$ cat config.mk
export PLATFORM = sky130hd
export DESIGN_NAME = cp0_irq_timer
export DESIGN_NICKNAME = d
export VERILOG_FILES = /design/src/rtl/cp0_pkg.sv /design/src/rtl/cp0_timer.sv /design/src/rtl/cp0_irq_timer.sv
export SDC_FILE = /design/constraint.sdc
export NUM_CORES = 1
export LEC_CHECK = 0
export ABC_AREA = 1
export ABC_CLOCK_PERIOD_IN_PS = 2000
export CORE_MARGIN = 2
export CORE_UTILIZATION = 54
export DETAILED_ROUTE_END_ITERATION = 12
export PLACE_DENSITY = 0.78
export SYNTH_ARGS = -nofsm -noshare
export SYNTH_HDL_FRONTEND = slang
export SYNTH_SLANG_ARGS = --single-unit
$ cat constraint.sdc
create_clock -name clk -period 2 [get_ports clk]
set_input_delay 0.3 -clock clk [delete_from_list [all_inputs] [get_ports clk]]
set_output_delay 0.3 -clock clk [all_outputs]
set_load 0.005 [all_outputs]
$ cat src/rtl/cp0_pkg.sv
// cp0_pkg
//   Shared definitions for the CP0 coprocessor slice of the pipelined MIPS core:
//   register addresses, exception codes and the bit positions of the SR and
//   Cause fields, plus helpers that assemble the architectural read views of
//   SR and Cause from their individual field registers.
package cp0_pkg;

  // CP0 register numbers used by mtc0/mfc0.
  localparam logic [4:0] CP0_COUNT   = 5'd9;
  localparam logic [4:0] CP0_COMPARE = 5'd11;
  localparam logic [4:0] CP0_SR      = 5'd12;
  localparam logic [4:0] CP0_CAUSE   = 5'd13;
  localparam logic [4:0] CP0_EPC     = 5'd14;
  localparam logic [4:0] CP0_PRID    = 5'd15;

  // Exception codes; EXC_INT doubles as "no synchronous exception".
  typedef enum logic [4:0] {
    EXC_INT  = 5'd0,
    EXC_ADEL = 5'd4,
    EXC_ADES = 5'd5,
    EXC_RI   = 5'd10,
    EXC_OV   = 5'd12
  } exc_code_e;

  // SR field positions.
  localparam int SR_IE_BIT  = 0;
  localparam int SR_EXL_BIT = 1;
  localparam int SR_IM_LSB  = 8;
  localparam int IM_W       = 8;

  // Cause field positions.
  localparam int CAUSE_EXC_LSB = 2;
  localparam int EXCCODE_W     = 5;
  localparam int CAUSE_IP_LSB  = 8;
  localparam int IP_W          = 8;
  localparam int CAUSE_DC_BIT  = 27;
  localparam int CAUSE_BD_BIT  = 31;

  // Hardware interrupt lines occupy IP/IM[15:10], software bits IP/IM[9:8].
  localparam int HWIP_LSB = 10;
  localparam int HWIP_W   = 6;
  localparam int SWIP_W   = 2;

  // Architectural SR view: only IM, EXL and IE exist, everything else reads 0.
  function automatic logic [31:0] pack_sr(input logic [IM_W-1:0] im,
                                          input logic exl,
                                          input logic ie);
    logic [31:0] v;
    v = '0;
    v[SR_IM_LSB +: IM_W] = im;
    v[SR_EXL_BIT]        = exl;
    v[SR_IE_BIT]         = ie;
    return v;
  endfunction

  // Architectural Cause view assembled from its field registers.
  function automatic logic [31:0] pack_cause(input logic bd,
                                             input logic dc,
                                             input logic [IP_W-1:0] ip,
                                             input logic [EXCCODE_W-1:0] exc);
    logic [31:0] v;
    v = '0;
    v[CAUSE_BD_BIT]                 = bd;
    v[CAUSE_DC_BIT]                 = dc;
    v[CAUSE_IP_LSB +: IP_W]         = ip;
    v[CAUSE_EXC_LSB +: EXCCODE_W]   = exc;
    return v;
  endfunction

endpackage

$ cat src/rtl/cp0_timer.sv
// cp0_timer
//   Count/Compare timer of CP0. Count free-runs unless DC is set, Compare is a
//   plain register, and TI is a sticky flag raised when Count meets Compare and
//   dropped only by a write to Compare.
// Ports
//   clk         in  1        clock, rising edge
//   reset       in  1        synchronous, active-high
//   count_we    in  1        qualified mtc0 write to Count
//   compare_we  in  1        qualified mtc0 write to Compare
//   wdata       in  32       mtc0 write data
//   dc          in  1        Cause.DC, freezes Count when set
//   count       out COUNT_W  current Count register
//   compare     out COUNT_W  current Compare register
//   ti          out 1        timer interrupt flag
module cp0_timer #(
  parameter bit TIMER_EN = 1'b1,
  parameter int COUNT_W  = 32
) (
  input  logic               clk,
  input  logic               reset,
  input  logic               count_we,
  input  logic               compare_we,
  input  logic [31:0]        wdata,
  input  logic               dc,
  output logic [COUNT_W-1:0] count,
  output logic [COUNT_W-1:0] compare,
  output logic               ti
);

  generate
    if (TIMER_EN) begin : g_timer
      logic [COUNT_W-1:0] count_q;
      logic [COUNT_W-1:0] compare_q;
      logic               ti_q;
      logic [COUNT_W-1:0] wval;

      assign wval = wdata[COUNT_W-1:0];

      // A Compare write normally clears TI, but if the new value already
      // equals Count the match is reported on the very next cycle instead of
      // waiting for Count to come round again.
      always_ff @(posedge clk) begin
        if (reset) begin
          count_q   <= '0;
          compare_q <= '1;
          ti_q      <= 1'b0;
        end else begin
          if (count_we) begin
            count_q <= wval;
          end else if (!dc) begin
            count_q <= count_q + 1'b1;
          end

          if (compare_we) begin
            compare_q <= wval;
            ti_q      <= (wval == count_q);
          end else if (count_q == compare_q) begin
            ti_q <= 1'b1;
          end
        end
      end

      assign count   = count_q;
      assign compare = compare_q;
      assign ti      = ti_q;
    end else begin : g_no_timer
      assign count   = '0;
      assign compare = '0;
      assign ti      = 1'b0;
    end
  endgenerate

endmodule

$ cat src/rtl/cp0_irq_timer.sv
// cp0_irq_timer
//   CP0 beside the M stage: SR, Cause, EPC, Count, Compare and PRId. Merges the
//   external interrupt lines, the two software interrupt bits and the timer
//   interrupt, and raises req in the same cycle so the pipeline can flush and
//   redirect to the handler.
// Ports
//   clk       in  1        clock, rising edge
//   reset     in  1        synchronous, active-high
//   en        in  1        mtc0 write strobe
//   cp0_addr  in  5        register select for read and write
//   cp0_in    in  32       mtc0 write data
//   vpc       in  32       PC of the M-stage instruction
//   bd_in     in  1        M-stage instruction sits in a branch delay slot
//   exc_code  in  5        synchronous exception code, EXC_INT = none
//   hw_int    in  N_HWINT  level-sensitive external interrupt lines
//   exl_clr   in  1        eret in M stage
//   cp0_out   out 32       combinational read data
//   epc_out   out 32       current EPC
//   req       out 1        combinational exception/interrupt request
module cp0_irq_timer
  import cp0_pkg::*;
#(
  parameter int          N_HWINT    = 6,
  parameter bit          TIMER_EN   = 1'b1,
  parameter int          TIMER_LINE = 5,
  parameter int          COUNT_W    = 32,
  parameter logic [31:0] PRID       = 32'h0000_0700
) (
  input  logic               clk,
  input  logic               reset,
  input  logic               en,
  input  logic [4:0]         cp0_addr,
  input  logic [31:0]        cp0_in,
  input  logic [31:0]        vpc,
  input  logic               bd_in,
  input  logic [4:0]         exc_code,
  input  logic [N_HWINT-1:0] hw_int,
  input  logic               exl_clr,
  output logic [31:0]        cp0_out,
  output logic [31:0]        epc_out,
  output logic               req
);

  // SR fields
  logic [IM_W-1:0]      im;
  logic                 exl;
  logic                 ie;

  // Cause fields
  logic                 bd;
  logic                 dc;
  logic [HWIP_W-1:0]    ip_hw;
  logic [SWIP_W-1:0]    ip_sw;
  logic [EXCCODE_W-1:0] exc_q;

  logic [31:0]          epc;

  // Timer view
  logic [COUNT_W-1:0]   count;
  logic [COUNT_W-1:0]   compare;
  logic                 ti;

  logic [HWIP_W-1:0]    hw_pad;
  logic [IP_W-1:0]      ip_eff;
  logic                 int_pend;
  logic                 exc_pend;
  logic                 wr_ok;
  logic                 sr_we;
  logic                 cause_we;
  logic                 epc_we;
  logic                 count_we;
  logic                 compare_we;

  // Hardware lines padded to six bits, with the timer folded onto its line.
  always_comb begin
    hw_pad                = '0;
    hw_pad[N_HWINT-1:0]   = hw_int;
    hw_pad[TIMER_LINE]    = hw_pad[TIMER_LINE] | ti;
  end

  // The request uses the live pending bits, not the lagged Cause.IP copy,
  // so an interrupt is taken in the same cycle its line rises.
  assign ip_eff   = {hw_pad, ip_sw};
  assign int_pend = ie && |(ip_eff & im);
  assign exc_pend = (exc_code != EXC_INT);
  assign req      = !exl && (int_pend || exc_pend);

  // An exception or interrupt squashes any mtc0 issued in the same cycle.
  assign wr_ok      = en && !req;
  assign sr_we      = wr_ok && (cp0_addr == CP0_SR);
  assign cause_we   = wr_ok && (cp0_addr == CP0_CAUSE);
  assign epc_we     = wr_ok && (cp0_addr == CP0_EPC);
  assign count_we   = wr_ok && (cp0_addr == CP0_COUNT);
  assign compare_we = wr_ok && (cp0_addr == CP0_COMPARE);

  cp0_timer #(
    .TIMER_EN (TIMER_EN),
    .COUNT_W  (COUNT_W)
  ) u_timer (
    .clk        (clk),
    .reset      (reset),
    .count_we   (count_we),
    .compare_we (compare_we),
    .wdata      (cp0_in),
    .dc         (dc),
    .count      (count),
    .compare    (compare),
    .ti         (ti)
  );

  // SR, Cause and EPC. Cause.IP[15:10] is a one-cycle-late snapshot of the
  // hardware lines and is never software-writable. Exception entry takes
  // precedence over mtc0; an eret clearing EXL overrides the EXL bit of a
  // simultaneous SR write while IM and IE still take the written values.
  always_ff @(posedge clk) begin
    if (reset) begin
      im    <= '0;
      exl   <= 1'b0;
      ie    <= 1'b0;
      bd    <= 1'b0;
      dc    <= 1'b0;
      ip_hw <= '0;
      ip_sw <= '0;
      exc_q <= EXC_INT;
      epc   <= '0;
    end else begin
      ip_hw <= hw_pad;

      if (req) begin
        epc   <= bd_in ? (vpc - 32'd4) : vpc;
        bd    <= bd_in;
        exl   <= 1'b1;
        exc_q <= int_pend ? EXC_INT : exc_code;
      end else begin
        if (sr_we) begin
          im  <= cp0_in[SR_IM_LSB +: IM_W];
          exl <= cp0_in[SR_EXL_BIT];
          ie  <= cp0_in[SR_IE_BIT];
        end

        if (exl_clr && exl) begin
          exl <= 1'b0;
        end

        if (cause_we) begin
          dc    <= cp0_in[CAUSE_DC_BIT];
          ip_sw <= cp0_in[CAUSE_IP_LSB +: SWIP_W];
        end

        if (epc_we) begin
          epc <= cp0_in;
        end
      end
    end
  end

  // Read mux returns register contents only, so a same-cycle write is not
  // visible until the following cycle.
  always_comb begin
    cp0_out = '0;
    case (cp0_addr)
      CP0_COUNT:   cp0_out = 32'(count);
      CP0_COMPARE: cp0_out = 32'(compare);
      CP0_SR:      cp0_out = pack_sr(im, exl, ie);
      CP0_CAUSE:   cp0_out = pack_cause(bd, dc, {ip_hw, ip_sw}, exc_q);
      CP0_EPC:     cp0_out = epc;
      CP0_PRID:    cp0_out = PRID;
      default:     cp0_out = '0;
    endcase
  end

  assign epc_out = epc;

endmodule

==> impl_metrics.env, run 1 <==
export IMPL_grt_pass1_wl_um=54600
export IMPL_place_congestion=1.07
export IMPL_synth_nets=1501
export IMPL_dp_hpwl_um=27500
export IMPL_max_freq_mhz=510
export IMPL_setup_viol=0
export IMPL_grt_max_degree=60
export IMPL_final_cells=1886
export IMPL_synth_area_um2=8740
export IMPL_hold_class="in -> reg"
export IMPL_tns_ns=0
export IMPL_insertion_delay_ns=0.43
export IMPL_dr_pass1_iters=6
export IMPL_layout_drive_gt1_share_pct=17.5
export IMPL_postRouteAntennaNets=0
export IMPL_coreArea_um2=15800
export IMPL_die_height_um=131
export IMPL_numCtsBuffers=17
export IMPL_cp_depth=11
export IMPL_cp_start_kind="input pin"
export IMPL_critPathMaxFanout=5
export IMPL_slowest_stage="dlygate4sd2_1"
export IMPL_critPathBufInv=7
export IMPL_routedWlPerCell_um=18.8
export IMPL_wirelength_um=35400
export IMPL_num_antenna_cells=0
export IMPL_final_nets=1744
export IMPL_critPathArrivalTime_ns=1.66
export IMPL_cp_required_ns=1.70
export IMPL_hold_violations=0
export IMPL_ctsHtreeMaxLevel=4
export IMPL_drt_iter0_markers=1546
export IMPL_overflow=0
export IMPL_path_class="in -> out"
export IMPL_clk_pin_slew_ns=0.06
export IMPL_cp_common_cell="buf_4"
export IMPL_slew_viol_final=0
export IMPL_worst_clock_skew_ns=0.0115
export IMPL_worst_pin_slew_ns=0.778
export IMPL_hold_depth=3
export IMPL_first_global_vias=9911
export IMPL_worstPathCellList="dlygate4sd2_1 > inv_1 > nor2_4 > nand3_4 > inv_6 > buf_6 > buf_4 > buf_4 > a22oi_2 > o211ai_1 > buf_2"
export IMPL_ys_warn_count=0
export IMPL_cts_tree="done"
export IMPL_num_vias=10801
export IMPL_start_util_pct=55.2
export IMPL_holdWs_ns=0.347
export IMPL_clock_sinks=122
export IMPL_grt_total_usage_pct=40.4
export IMPL_final_cell_mix="nand2_1 (409), nor2_1 (248), buf_4 (145)"
export IMPL_slowest_delay_ns=0.28
export IMPL_vdd_drop_max_uv=641
export IMPL_powerDensity_nw_per_um2=596
export IMPL_synthCells=1414
export IMPL_crit_family="buffers and inverters"
export IMPL_seq_area_frac_synth_pct=27.9
export IMPL_routed_via_density=5.73
export IMPL_antenna_found_initial=0
export IMPL_num_rows=46
export IMPL_p_leak_nw=5.06
export IMPL_avgSynthCellArea_um2=6.18
export IMPL_rr_worst_depth=12
export IMPL_io_pins=150
export IMPL_status="complete, no violations"
export IMPL_max_slew_margin_rel_pct=48.1
export IMPL_synthToLayoutAreaGrowth_pct=37.3
export IMPL_period_share_pct=98.0
export IMPL_synth_seq_cells=122
export IMPL_drc=0
export IMPL_end_kind="output pin"
export IMPL_cts_root_buffer="clkbuf_16"
export IMPL_die_area_um2=17200
export IMPL_portBuffers=149
export IMPL_dp_cells=1843
export IMPL_post_route_min_period_ns=1.96
export IMPL_fp_dieW_um=131
export IMPL_clock_path_buffers=2
export IMPL_layout_commonest_cell="nand2_1"
export IMPL_drv_cap=0
export IMPL_synth_cell_types=44
## routing by layer
| metal | track usage [%] | vias up | share of wire (%) |
|---|---|---|---|
| met4 | 15.7 | 0 | 3.7 |
| met1 | 54.7 | 4881 | 40 |
| met3 | 10.5 | 99 | 13 |
| li1 | - | 5059 | - |
| met5 | 0 | - | 0 |
| met2 | 61.5 | 762 | 43 |
## sequential cells by signal, indices dropped and copies added, names as in the netlist
name	count
epc_out	32
ip_sw	2
bd	1
u_timer.compare	32
u_timer.ti	1
ie	1
exc_q	5
exl	1
ip_hw	6
im	8
dc	1
u_timer.count	32
## path summary, 6_finish.rpt
path	slack, ns	to	from
max	0.04	cp0_out[1]	cp0_addr[3]
min	0.35	u_timer.compare[13]	reset
max reg2reg	0.12	epc_out[15]	im[2]
min reg2reg	0.47	exc_q[2]	exc_q[2]
## tightest hold or removal path, cell delays in order
cell and delay [ns]:
buf_2 0.10, inv_2 0.20, o211ai_2 0.14
## stage by stage
step	total power [mW]	instance area [um^2]	setup slack, ns	utilization [%]
2_1_floorplan	3.08	8740	0.318	-
3_3_place_gp	3.75	11300	-0.589	71.4
4_1_cts	7.11	12000	-0.00655	76.0
6_report	7.16	12000	0.0406	75.8
5_1_grt	7.36	12000	-0.0796	75.8
3_5_place_dp	3.77	11300	-0.600	71.4
## cells in the mapped netlist
cell type	number	area share, %
a21oi_1	67	3.8
clkbuf_1	23	0.99
a21boi_0	1	0.086
nand3_2	2	0.23
nor3b_4	1	0.21
inv_1	92	3.9
clkbuf_2	11	0.63
nor2_8	1	0.23
nand3_1	82	4.7
buf_4	12	1.0
buf_2	24	1.4
nand2_4	4	0.52
o211ai_1	16	1.4
nand2_8	1	0.23
xnor2_1	50	5.0
a32o_1	1	0.11
nor3b_1	1	0.086
clkinv_1	1	0.043
o211ai_2	11	1.6
nand2_1	411	18
nand4_2	1	0.14
ha_1	2	0.29
nor2_4	3	0.39
buf_1	6	0.26
a221oi_1	1	0.10
dfxtp_1	122	28
nand3_4	1	0.20
nand3b_1	1	0.086
a31oi_1	7	0.50
xor2_1	31	3.1
a22oi_1	16	1.4
o221ai_1	4	0.40
nand2_2	4	0.29
nor3_1	10	0.57
o21ai_0	62	3.5
inv_2	7	0.30
buf_6	10	1.3
o2111ai_1	3	0.30
nor2_1	253	11
or2_2	2	0.14
nor2_2	6	0.43
and2_1	2	0.14
nor3_2	2	0.23
nand4_1	46	3.3
## cell type report
cell class / instances / area [um^2]
clock buffers: 18 / 429
clock inverters: 14 / 209
fillers: 1293 / 3820
inverters: 100 / 382
multi-input cells: 1106 / 5550
flip-flops and latches: 122 / 2440
well taps: 216 / 270
repair buffers: 310 / 2720
## repair_timing
action / CTS / global route
endpoints found under the hold margin: 0 / 0
pin swaps: 16 / 11
setup endpoints to repair: 63 / 43
gates resized for setup: 99 / 50
buffers inserted: 11 / 0
hold buffers: 0 / 0
## power breakdown
group	total, mW	internal [mW]	switching [mW]
Clock	3.39	2.12	1.27
Sequential	2.60	2.52	0.0877
Combinational	1.16	0.551	0.609
Total	7.16	5.19	1.97
## kinds of logic after synthesis
group | after synthesis | synth area share, %
xor gates and xnor gates | 81 | 8.11
buffers and inverters | 186 | 9.86
adders and majority gates | 2 | 0.286
AOI/OAI and AO/OA | 189 | 13.2
and+or+nand+nor | 834 | 40.6
DFF | 122 | 27.9
Note: power is estimated with default switching activity, not from simulation.
==> run 2, diff against run 1 <==
--- a/config.mk
+++ b/config.mk
@@ -5,12 +5,13 @@
 export SDC_FILE = /design/constraint.sdc
 export NUM_CORES = 1
 export LEC_CHECK = 0
-export ABC_AREA = 1
 export ABC_CLOCK_PERIOD_IN_PS = 2000
 export CORE_MARGIN = 2
-export CORE_UTILIZATION = 54
+export CORE_UTILIZATION = 53
 export DETAILED_ROUTE_END_ITERATION = 12
+export MAX_ROUTING_LAYER = met4
 export PLACE_DENSITY = 0.78
 export SYNTH_ARGS = -nofsm -noshare
 export SYNTH_HDL_FRONTEND = slang
+export SYNTH_HIERARCHICAL = 1
 export SYNTH_SLANG_ARGS = --single-unit
==> run 2 against run 1 <==
  * The run now ends with setup timing left
  * Worst hold slack worse by 0.037 ns
  * Critical path type unchanged
  * Combinational power up 34%
  * Highest routed layer unchanged
  * Total power up 2.0%
  * Cell area up 4.5%
==> impl_metrics.env, run 2 <==
export IMPL_avgSynthCellArea_um2=8.41
export IMPL_drc=0
export IMPL_path_class="in -> out"
export IMPL_ys_async_sr_fraction_pct=0
export IMPL_portBuffers=149
export IMPL_slowest_stage="a222oi_1"
export IMPL_p_leak_nw=4.98
export IMPL_grt_pass1_wl_um=46500
export IMPL_critPathArrivalTime_ns=2.20
export IMPL_cp_start_kind="input pin"
export IMPL_synthToLayoutAreaGrowth_pct=61.5
export IMPL_vdd_drop_max_uv=699
export IMPL_synth_edf_count=0
export IMPL_worst_pin_slew_ns=0.970
export IMPL_failed_checks="setup timing"
export IMPL_dp_cells=1340
export IMPL_num_antenna_cells=0
export IMPL_io_pins=150
export IMPL_die_height_um=125
export IMPL_clk_pin_slew_ns=0.05
export IMPL_grt_max_degree=51
export IMPL_setup_viol=119
export IMPL_hold_class="in -> reg"
export IMPL_synth_nets=1011
export IMPL_synth_top_area_share_pct=31.4
export IMPL_final_cells=1447
export IMPL_clock_sinks=122
export IMPL_synth_ff_type="dfxtp_1"
export IMPL_die_area_um2=15600
export IMPL_rsz0062_at_grt="yes"
export IMPL_end_kind="output pin"
export IMPL_ctsHtreeMaxLevel=4
export IMPL_layout_commonest_cell="buf_4"
export IMPL_critPathMaxFanout=4
export IMPL_routed_via_density=6.83
export IMPL_wirelength_um=39000
export IMPL_seq_area_frac_synth_pct=31.4
export IMPL_max_freq_mhz=400
export IMPL_drt_iter0_markers=1786
export IMPL_fp_dieW_um=125
export IMPL_numCtsBuffers=17
export IMPL_place_congestion=0.955
export IMPL_synth_common_cells="dfxtp_1 (122), xnor2_1 (99), nand2_1 (66)"
export IMPL_grt_total_usage_pct=39.0
export IMPL_first_global_vias=8514
export IMPL_num_vias=9890
export IMPL_postRouteAntennaNets=0
export IMPL_synthCells=924
export IMPL_slew_viol_final=0
export IMPL_period_share_pct=125
export IMPL_cp_required_ns=1.70
export IMPL_dr_pass1_iters=7
export IMPL_slowest_delay_ns=0.86
export IMPL_ys_warn_count=6
export IMPL_routedWlPerCell_um=27.0
export IMPL_coreArea_um2=14400
export IMPL_status="finished with violations"
export IMPL_clock_path_buffers=2
export IMPL_holdBufCountCts=0
export IMPL_layout_drive_gt1_share_pct=33.4
export IMPL_drv_cap=0
export IMPL_tns_ns=-30.86
export IMPL_hold_violations=0
export IMPL_cts_root_buffer="clkbuf_16"
export IMPL_synth_most_common_cell="dfxtp_1"
export IMPL_synth_seq_cells=122
export IMPL_cts_tree="done"
export IMPL_dp_hpwl_um=20600
export IMPL_yosys_top_cells_area="dfxtp_1 (31%), xnor2_1 (11%), mux2i_1 (6.4%)"
export IMPL_max_slew_margin_rel_pct=35.3
export IMPL_final_nets=1337
export IMPL_synth_top_area_cell="dfxtp_1"
export IMPL_insertion_delay_ns=0.44
export IMPL_utilization_pct=87.0
export IMPL_start_util_pct=53.9
export IMPL_post_route_min_period_ns=2.50
export IMPL_overflow=0
export IMPL_fin_ws_ns=-0.497
export IMPL_power_mw=7.30
export IMPL_worst_clock_skew_ns=0.0170
export IMPL_synth_area_um2=7770
export IMPL_powerDensity_nw_per_um2=582
export IMPL_synth_cell_types=65
export IMPL_final_cell_mix="buf_4 (172), dfxtp_1 (121), clkdlybuf4s50_1 (107)"
export IMPL_worstPathCellList="buf_6 > nor4bb_4 > buf_4 > and2_4 > a222oi_1 > o21ai_1 > buf_2"
export IMPL_antenna_found_initial=0
export IMPL_num_rows=44
==> run 2: changes by cell type after synthesis, moves of 20 or more <==
cell / change
xnor2_1: +49
o21a_1: +20
a211o_1: +32
nand3_1: -35
clkbuf_1: +21
mux2i_1: +50
a21oi_1: -30
o21ai_0: -37
nand2b_1: +22
inv_1: -66
nand2_1: -345
nor2_1: -200
nor2b_1: +42
nand4_1: -22
==> run 2: logic make-up (layout without fill, tap and decap cells) <==
logic type | count (synthesis) | in the layout | share of synthesized area [%]
AOI/OAI and AO/OA | 192 | 192 | 18.4
xor gates and xnor gates | 118 | 118 | 13.3
adders and majority gates | 2 | 2 | 0.322
buffers and inverters | 103 | 441 | 5.69
DFF | 122 | 122 | 31.4
muxes | 50 | 50 | 6.44
and+or+nand+nor | 337 | 338 | 24.4
==> run 2: what timing repair did <==
| action | CTS | global route |
|---|---|---|
| buffers inserted | 25 | 31 |
| gates cloned | 5 | 17 |
| gates resized for setup | 141 | 160 |
| pin swaps | 13 | 59 |
| endpoints found under the setup margin | 118 | 146 |
==> run 2: final cells by class <==
class	instances	area [um^2]
Multi-Input combinational cell	700	5450
Clock inverter	12	123
Clock buffer	20	457
Tap cell	184	230
Inverter	27	101
Sequential cell	122	2440
Timing Repair Buffer	382	3740
Fill cell	666	1870
==> run 2: routing by layer <==
| metal | up-vias | wire length (um) | GRT usage (%) |
|---|---|---|---|
| met5 | - | 0 | - |
| met4 | 0 | 3610 | 22.2 |
| met3 | 331 | 4940 | 6.46 |
| met2 | 992 | 17100 | 60.4 |
| met1 | 4594 | 13400 | 48.3 |
| li1 | 3973 | - | - |
==> run 2: through the flow <==
step	instance area (um^2)	setup slack [ns]	hold slack, ns
2_1_floorplan	7890	-0.155	0.416
3_3_place_gp	10500	-0.797	0.455
3_5_place_dp	10500	-0.781	0.473
4_1_cts	11400	-0.126	0.335
5_1_grt	12500	-0.471	0.354
6_report	12500	-0.497	0.310
==> run 2: power by group <==
part           total [mW]  leakage, nW  internal [mW]  switching [mW]
Clock                3.12        0.286           1.89            1.24
Combinational        1.55         3.70          0.801           0.746
Sequential           2.63        0.998           2.52           0.104
==> run 2: final timing paths <==
path,from,end,slack (ns),cells past startpoint
setup / recovery,cp0_addr[3],cp0_out[13],-0.50,7
hold / removal,vpc[23],epc_out[23],0.31,4
setup reg to reg,im[0],u_timer/count[7],-0.43,10
hold reg to reg,exc_q[0],exc_q[0],0.52,1
==> run 2: worst max-delay path, delay by kind of cell <==
| family | cells | cell delay [ns] |
|---|---|---|
| simple gates | 2 | 0.35 |
| buf+inv | 3 | 0.46 |
| compound gates | 2 | 1.07 |
==> run 3, diff against run 2 <==
--- a/config.mk
+++ b/config.mk
@@ -6,7 +6,7 @@
 export NUM_CORES = 1
 export LEC_CHECK = 0
 export ABC_CLOCK_PERIOD_IN_PS = 2000
-export CORE_MARGIN = 2
+export CORE_MARGIN = 8
 export CORE_UTILIZATION = 53
 export DETAILED_ROUTE_END_ITERATION = 12
 export MAX_ROUTING_LAYER = met4
==> run 3 against run 2 <==
  * The flow still finishes with violations (setup timing)
  * Clock power is 4% lower
  * Combinational power is 14% lower
  * Final cell count is 2.0% lower
  * Core utilization is 3.9 points lower
  * Cell area is 4.5% lower
  * Die area is 20% higher
  * First-iteration DRC count is 22% lower
  * Count of clock-buffer cells in the layout is 3 higher
  * Flip-flop and latch count stayed put
  * Worst setup slack worse by 0.089 ns
  * Worst hold slack worse by 0.13 ns
  * Sequential share of layout area is 0.95 points higher
  * Critical path type is now in -> reg
  * Critical endpoint is now epc_out[6]
  * Largest power group unchanged
==> impl_metrics.env, run 3 (synthesized netlist as in run 2, its figures left out) <==
export IMPL_path_class="in -> reg"
export IMPL_grt_total_usage_pct=35.4
export IMPL_status="finished with violations"
export IMPL_clock_path_buffers=2
export IMPL_layout_commonest_cell="buf_4"
export IMPL_powerDensity_nw_per_um2=583
export IMPL_antenna_found_initial=0
export IMPL_die_height_um=137
export IMPL_max_freq_mhz=387
export IMPL_reg2reg_from="im[0]"
export IMPL_wirelength_um=35100
export IMPL_critical_path_reg2reg_endpoint="epc_out[6]"
export IMPL_vdd_drop_max_uv=609
export IMPL_critPathBufInv=4
export IMPL_design_area_um2=12000
export IMPL_slowest_stage="a311oi_1"
export IMPL_grt_pass1_wl_um=49600
export IMPL_final_cells=1418
export IMPL_routed_via_density=6.50
export IMPL_dp_cells=1336
export IMPL_worstPathCellList="clkdlybuf4s50_1 > a22oi_1 > nand3_1 > o21ai_4 > buf_6 > buf_4 > buf_12 > a211oi_1 > a311oi_1"
export IMPL_rsz0062_at_grt="yes"
export IMPL_drv_cap=0
export IMPL_final_nets=1308
export IMPL_clk_pin_slew_ns=0.06
export IMPL_place_congestion=0.949
export IMPL_max_slew_margin_rel_pct=53.8
export IMPL_rrSetupSlack_ns=-0.56
export IMPL_cts_tree="done"
export IMPL_dp_hpwl_um=21700
export IMPL_end_kind="flip-flop"
export IMPL_tns_ns=-30.03
export IMPL_place_ws_ns=-0.790
export IMPL_post_route_min_period_ns=2.59
export IMPL_clock_sinks=122
export IMPL_slowest_delay_ns=0.61
export IMPL_hold_class="in -> reg"
export IMPL_drt_iter0_markers=1398
export IMPL_num_antenna_cells=0
export IMPL_p_leak_nw=4.81
export IMPL_first_global_vias=8975
export IMPL_grt_max_degree=45
export IMPL_hold_violations=0
export IMPL_coreArea_um2=14400
export IMPL_critPathMaxFanout=12
export IMPL_postRouteAntennaNets=0
export IMPL_synthToLayoutAreaGrowth_pct=54.2
export IMPL_period_share_pct=129
export IMPL_min_from="hw_int[3]"
export IMPL_holdBufCountCts=0
export IMPL_fp_dieW_um=137
export IMPL_dr_pass1_iters=6
export IMPL_cp_start_kind="input pin"
export IMPL_rr_worst_depth=10
export IMPL_portBuffers=149
export IMPL_hold_depth=2
export IMPL_worst_pin_slew_ns=0.689
export IMPL_start_util_pct=53.9
export IMPL_cp_depth=9
export IMPL_setup_viol=120
export IMPL_holdPathEnd="ip_hw[3]"
export IMPL_final_cell_mix="buf_4 (155), dfxtp_1 (119), clkdlybuf4s50_1 (106)"
export IMPL_num_vias=9211
export IMPL_io_pins=150
export IMPL_drc=0
export IMPL_crit_family="compound AO/OA/AOI/OAI gates"
export IMPL_cp_required_ns=2.26
export IMPL_cts_root_buffer="clkbuf_16"
export IMPL_ctsHtreeMaxLevel=4
export IMPL_slew_viol_final=0
export IMPL_layout_drive_gt1_share_pct=30.1
export IMPL_routedWlPerCell_um=24.8
export IMPL_numCtsBuffers=17
export IMPL_critPathArrivalTime_ns=2.84
export IMPL_die_area_um2=18800
export IMPL_failed_checks="setup timing"
export IMPL_worst_clock_skew_ns=0.0102
export IMPL_post_dp_cell_area_um2=10500
export IMPL_insertion_delay_ns=0.43
export IMPL_num_rows=44
export IMPL_overflow=0
export IMPL_fin_ws_ns=-0.586
## run 3: worst max-delay path by stage
stage / startpoint / slack (ns) / to
finish: hw_int[0] / -0.59 / epc_out[6]
CTS: ip_sw[0] / -0.29 / u_timer/count[21]
detailed placement: cp0_addr[2] / -0.79 / cp0_out[9]
global route: hw_int[0] / -0.74 / epc_out[6]
floorplan: ip_sw[0] / -0.16 / u_timer/count[10]
global placement: cp0_addr[2] / -0.78 / cp0_out[9]
## run 3: area by class of cell
class,instances,area (um^2)
Clock buffer,23,458
Clock inverter,9,97.6
Fill cell,849,2440
Inverter,27,104
Multi-Input combinational cell,699,5230
Sequential cell,122,2450
Tap cell,184,230
Timing Repair Buffer,354,3410
## run 3: per-stage QoR
| step | utilization (%) | hold WS, ns | total power [mW] |
|---|---|---|---|
| floorplan | - | 0.416 | 3.09 |
| finish | 83.1 | 0.181 | 6.98 |
| CTS | 82.1 | 0.309 | 6.81 |
| global route | 83.1 | 0.166 | 7.14 |
| detailed placement | 72.8 | 0.455 | 3.81 |
| global placement | 72.8 | 0.444 | 3.80 |
## run 3: metal layers
metal / up-vias / part of all wire, % / GRT usage, %
li1: 3921 / - / -
met2: 775 / 45 / 53.7
met4: 0 / 6.7 / 19.3
met1: 4316 / 37 / 41.9
met5: - / 0 / -
met3: 199 / 12 / 9.43
## run 3: power by group
part | total, mW | leakage [nW] | switching (mW) | internal, mW
clock | 3.01 | 0.274 | 1.16 | 1.85
sequential | 2.63 | 0.999 | 0.108 | 2.52
combinational | 1.33 | 3.54 | 0.631 | 0.704
## run 3: timing repair
action / 4_1_cts / 5_1_grt
cloned: 11 / 3
buffers inserted: 39 / 8
gates resized for setup: 159 / 95
endpoints found under the setup margin: 137 / 146
pin swaps: 41 / 35
